**config.mk**
```make
export PLATFORM = sky130hd
export DESIGN_NAME = bus2row
export DESIGN_NICKNAME = d
export VERILOG_FILES = /design/src/rtl/bus2row.sv
export SDC_FILE = /design/constraint.sdc
export NUM_CORES = 1
export LEC_CHECK = 0
export BUFFER_PORTS_ARGS = -buffer_cell sky130_fd_sc_hd__buf_2
export CAP_MARGIN = 20
export CORE_MARGIN = 5
export CORE_UTILIZATION = 40
export CTS_BUF_LIST = sky130_fd_sc_hd__clkbuf_8
export CTS_CLUSTER_DIAMETER = 40
export DETAILED_ROUTE_END_ITERATION = 16
export GPL_ROUTABILITY_DRIVEN = 0
export GPL_TIMING_DRIVEN = 0
export PLACE_DENSITY = 0.64
export SETUP_SLACK_MARGIN = 0.15
export SLEW_MARGIN = 30
export SYNTH_ARGS = -nofsm -noshare
export SYNTH_HDL_FRONTEND = slang
export SYNTH_SLANG_ARGS = --single-unit
```
**constraint.sdc**
```tcl
create_clock -name clk -period 2.25 [get_ports clk]
set_clock_uncertainty 0.05 [all_clocks]
set_input_delay 0.225 -clock clk [delete_from_list [all_inputs] [get_ports clk]]
set_output_delay 0.225 -clock clk [all_outputs]
set_load 0.01 [all_outputs]
```
**src/rtl/bus2row.sv**
```systemverilog
// Unpacks a packed row of block codes and streams it out one decoded
// display cell per valid/ready handshake, tagged with row and column.
module bus2row #(
    parameter int NCELLS = 13,
    parameter int BLK_W  = 3,
    parameter int DISP_W = 5,
    parameter int ROW_W  = 6,
    parameter int COL_W  = 4
) (
    input  logic                    clk,
    input  logic                    rst_n,
    input  logic [NCELLS*BLK_W-1:0] row_in,
    input  logic [ROW_W-1:0]        row_id,
    input  logic                    row_valid,
    output logic                    row_ready,
    output logic [DISP_W-1:0]       cell_code,
    output logic [COL_W-1:0]        cell_col,
    output logic [ROW_W-1:0]        cell_row,
    output logic                    cell_valid,
    input  logic                    cell_ready,
    output logic                    row_done,
    input  logic                    clr_err,
    output logic                    bad_code
);

    localparam int BUS_W = NCELLS * BLK_W;
    localparam logic [COL_W-1:0] LAST_COL = COL_W'(NCELLS - 1);

    typedef enum logic {IDLE, EMIT} state_t;

    state_t             state;
    logic [BUS_W-1:0]   shreg;
    logic [COL_W-1:0]   col;
    logic [ROW_W-1:0]   tag;
    logic               xfer;
    logic               reserved;

    // Block codes 5..7 have no tile meaning and render as the error glyph.
    function automatic logic [DISP_W-1:0] decode(input logic [BLK_W-1:0] blk);
        case (blk)
            BLK_W'(0): decode = DISP_W'(0);
            BLK_W'(1): decode = DISP_W'(3);
            BLK_W'(2): decode = DISP_W'(7);
            BLK_W'(3): decode = DISP_W'(12);
            BLK_W'(4): decode = DISP_W'(18);
            default:   decode = DISP_W'(31);
        endcase
    endfunction

    assign xfer     = (state == EMIT) && cell_ready;
    assign reserved = shreg[BLK_W-1:0] > BLK_W'(4);
    assign cell_col = col;
    assign cell_row = tag;

    always_ff @(posedge clk or negedge rst_n) begin
        if (!rst_n) begin
            state      <= IDLE;
            shreg      <= '0;
            col        <= '0;
            tag        <= '0;
            row_ready  <= 1'b0;
            cell_valid <= 1'b0;
            cell_code  <= '0;
            row_done   <= 1'b0;
            bad_code   <= 1'b0;
        end else begin
            row_done <= 1'b0;

            // A bad transfer in the same cycle as a clear leaves the flag set.
            if (xfer && reserved)
                bad_code <= 1'b1;
            else if (clr_err)
                bad_code <= 1'b0;

            case (state)
                IDLE: begin
                    if (row_valid && row_ready) begin
                        state      <= EMIT;
                        shreg      <= row_in;
                        tag        <= row_id;
                        col        <= '0;
                        cell_code  <= decode(row_in[BLK_W-1:0]);
                        cell_valid <= 1'b1;
                        row_ready  <= 1'b0;
                    end else begin
                        row_ready  <= 1'b1;
                    end
                end
                EMIT: begin
                    if (xfer) begin
                        if (col == LAST_COL) begin
                            state      <= IDLE;
                            cell_valid <= 1'b0;
                            row_ready  <= 1'b1;
                            row_done   <= 1'b1;
                        end else begin
                            shreg     <= shreg >> BLK_W;
                            col       <= col + COL_W'(1);
                            cell_code <= decode(shreg[2*BLK_W-1:BLK_W]);
                        end
                    end
                end
                default: state <= IDLE;
            endcase
        end
    end

endmodule
```
==> results.py <==
metrics = {
    "yosys": {
        "synth_top_area_cell": "dfrtp_1",
        "synth_nets": 368,
        "syn_area_um2": 2992,
        "synth_top_cells_by_count": "o22ai_1 (72), dfrtp_1 (59), a21oi_1 (42)",
        "synth_edf_count": 0,
        "ys_ff_latch": 59,
        "yosys_warnings": 0,
        "yosysSeqAreaShare": 0.4935,
        "synth_ff_type": "dfrtp_1",
        "synth.avg_cell_area_um2": 9.467,
        "ys_async_sr_fraction": 1.000,
        "synthDominantCellAreaShare": 0.4935,
        "synth_most_common_cell": "o22ai_1",
        "synth_cells": 316,
        "ys_top_cells_by_area": "dfrtp_1 (49%), o22ai_1 (15%), a21oi_1 (7.0%)",
        "yosys.cell_types.count": 38,
    },
    "pwr": {
        "powerDensity_nw_per_um2": 1179,
        "p_leak_nw": 1.569,
        "ir_drop_mv": 0.4979,
    },
    "sta": {
        "rsz0062_at_grt": "false",
        "period_needed_ps": 1898,
        "layout_setup_ws_ps": 352.3,
        "finalMaxSlewViolations": 0,
        "fin_crit_sh": 0.8434,
        "slew_headroom": 0.4903,
        "finalHoldViolCount": 0,
        "worstMarginPinSlew_ps": 764.5,
        "tns_ps": 0,
        "finalSetupViolCount": 0,
        "max_freq_mhz": 526.9,
        "whs_ps": 17.53,
    },
    "final_layout": {
        "area_delta_synth_final_pct": 22.25,
        "final_cells": 499,
        "antenna_cells": 0,
        "final_util": 0.5042,
        "drive_gt1_frac": 0.2550,
        "final_nets": 447,
    },
    "placement": {
        "preCtsSetupSlack_ps": 357.3,
        "dp_hpwl_mm": 5.768,
        "place_inst": 482,
        "port_buffers": 67,
    },
    "worst_setup_path": {
        "cp_max_fo": 10,
        "worstSetupPathType": "reg2reg",
        "worst_setup_path_start_kind": "flop",
        "required_ps": 2460,
        "worstPathArrival_ps": 2110,
        "worstSetupEndpointType": "flop",
    },
    "clock_network": {
        "postCtsResizedCells": 0,
        "cts_tree": "built",
        "cts_buffer_depth": 2,
        "clockRootBuffer": "clkbuf_8",
        "cts_buffers": 9,
        "post-cts-setup-buffer-count": 0,
        "htree_levels": 3,
        "insertion_delay_ps": 340,
        "hold_buffers": 1,
        "clock-sinks": 59,
        "cts.reportedPaths.clkPinSlew_ps": 70,
    },
    "floorplanning": {
        "fp.dieW_um": 96.48,
        "die-height_um": 96.48,
        "pin_count": 69,
        "initial_utilization": 0.4125,
        "die-area_um2": 9308,
        "rows": 31,
        "core_um2": 7253,
    },
    "global_routing": {
        "grt_pass1_wl_mm": 13.46,
        "grt_pass1_vias": 2660,
        "grt_max_degree": 60,
        "overflow": 0,
        "gr-usage-all-layers": 0.1894,
        "antenna_found_initial": 0,
    },
    "detailed_routing": {
        "drtIter0Drc": 144,
        "routed.top_layer": "met4",
        "vias": 2740,
        "wire_per_inst_um": 16.45,
        "ant_nets": 0,
        "routed_wl_mm": 8.209,
        "met1_length_mm": 3.824,
        "avgViaCountPerCell": 5.491,
        "route.met3.wl_um": 388,
        "drc": 0,
        "first_pass_iters": 4,
        "routed-wl-met2_mm": 3.910,
    },
    "outcome": {
        "status": "finished, final reports clean",
    },
    "run": {
        "maxCapViolCount": 0,
    },
    "worst_hold_path": {
        "hp-class": "in2reg",
    },
}
## layout make-up
class / instances / area (µm²)
plain buffers: 27 / 161.4
fillers: 714 / 3596
flip-flops and latches: 59 / 1476
clock inverters: 6 / 56.30
clock buffers: 10 / 137.6
multi-input cells: 225 / 1335
well taps: 99 / 123.9
repair buffers: 68 / 347.8
inverters: 5 / 18.77
## stage by stage
step | cell area [µm²] | power, mW
global placement | 3451 | 3.319
floorplan | 2992 | 2.848
global route | 3657 | 4.629
finish | 3657 | 4.310
CTS | 3657 | 4.345
detailed placement | 3453 | 3.375
## worst max-delay path, cell delays in order (launching register included)
cell	delay [ps]
dfrtp_1	430
inv_1	60
ha_1	220
and3_1	190
buf_6	140
o21ai_4	290
buf_6	200
o22ai_1	90
a21oi_1	130
## state kept, by name (all words and copies together) (netlist names)
name	flops
row_done	1
state	1
cell_row	6
cell_valid	1
cell_code	5
cell_col	4
bad_code	1
shreg	39
row_ready	1
## worst paths after layout
path / slack (ps) / endpoint / startpoint / cells past startpoint
min in group asynchronous: 440 / shreg[6] / rst_n / 2
max in group asynchronous: 1190 / cell_code[4] / rst_n / 2
worst min register to register: 420 / cell_row[4] / cell_row[4] / 2
worst min-delay path: 20 / cell_row[1] / row_id[1] / 3
worst max register to register: 350 / shreg[32] / cell_col[0] / 8
worst max-delay path: 350 / shreg[32] / cell_col[0] / 8
## layer usage
metal	GRT usage	vias up
met1	0.2669	1331
met3	0.04880	9
met5	0	-
met2	0.2891	61
met4	0.05257	0
li1	-	1339
## logic make-up (layout without fill, tap and decap cells)
| kind of cell | Yosys count | count (layout) | share of synthesized area |
|---|---|---|---|
| AOI/OAI and AO/OA | 139 | 139 | 0.2865 |
| xor gates and xnor gates | 1 | 1 | 0.002928 |
| adders and majority gates | 3 | 3 | 0.01171 |
| buffers and inverters | 32 | 116 | 0.06022 |
| DFF | 59 | 59 | 0.4935 |
| and+or+nand+nor | 82 | 82 | 0.1451 |
## power breakdown
| part | total (mW) | switching, mW | internal (mW) | leakage [nW] |
|---|---|---|---|---|
| clock network | 0.957 | 0.426 | 0.531 | 0.103 |
| registers | 1.84 | 0.346 | 1.49 | 0.655 |
| logic | 1.52 | 0.778 | 0.739 | 0.810 |
| total | 4.31 | 1.55 | 2.76 | 1.57 |
## cells in the final DEF (no fill, tap or decap), types with 5 or more instances in the layout
cell type / n
inv_1: 6
buf_2: 72
buf_4: 5
clkbuf_1: 12
o21ai_0: 7
nand2_1: 25
dfrtp_1: 59
nor2_1: 8
clkbuf_8: 10
o22ai_1: 72
buf_6: 5
a21oi_1: 42
nand2b_1: 32
No activity file was read; power rests on OpenSTA's default activity.
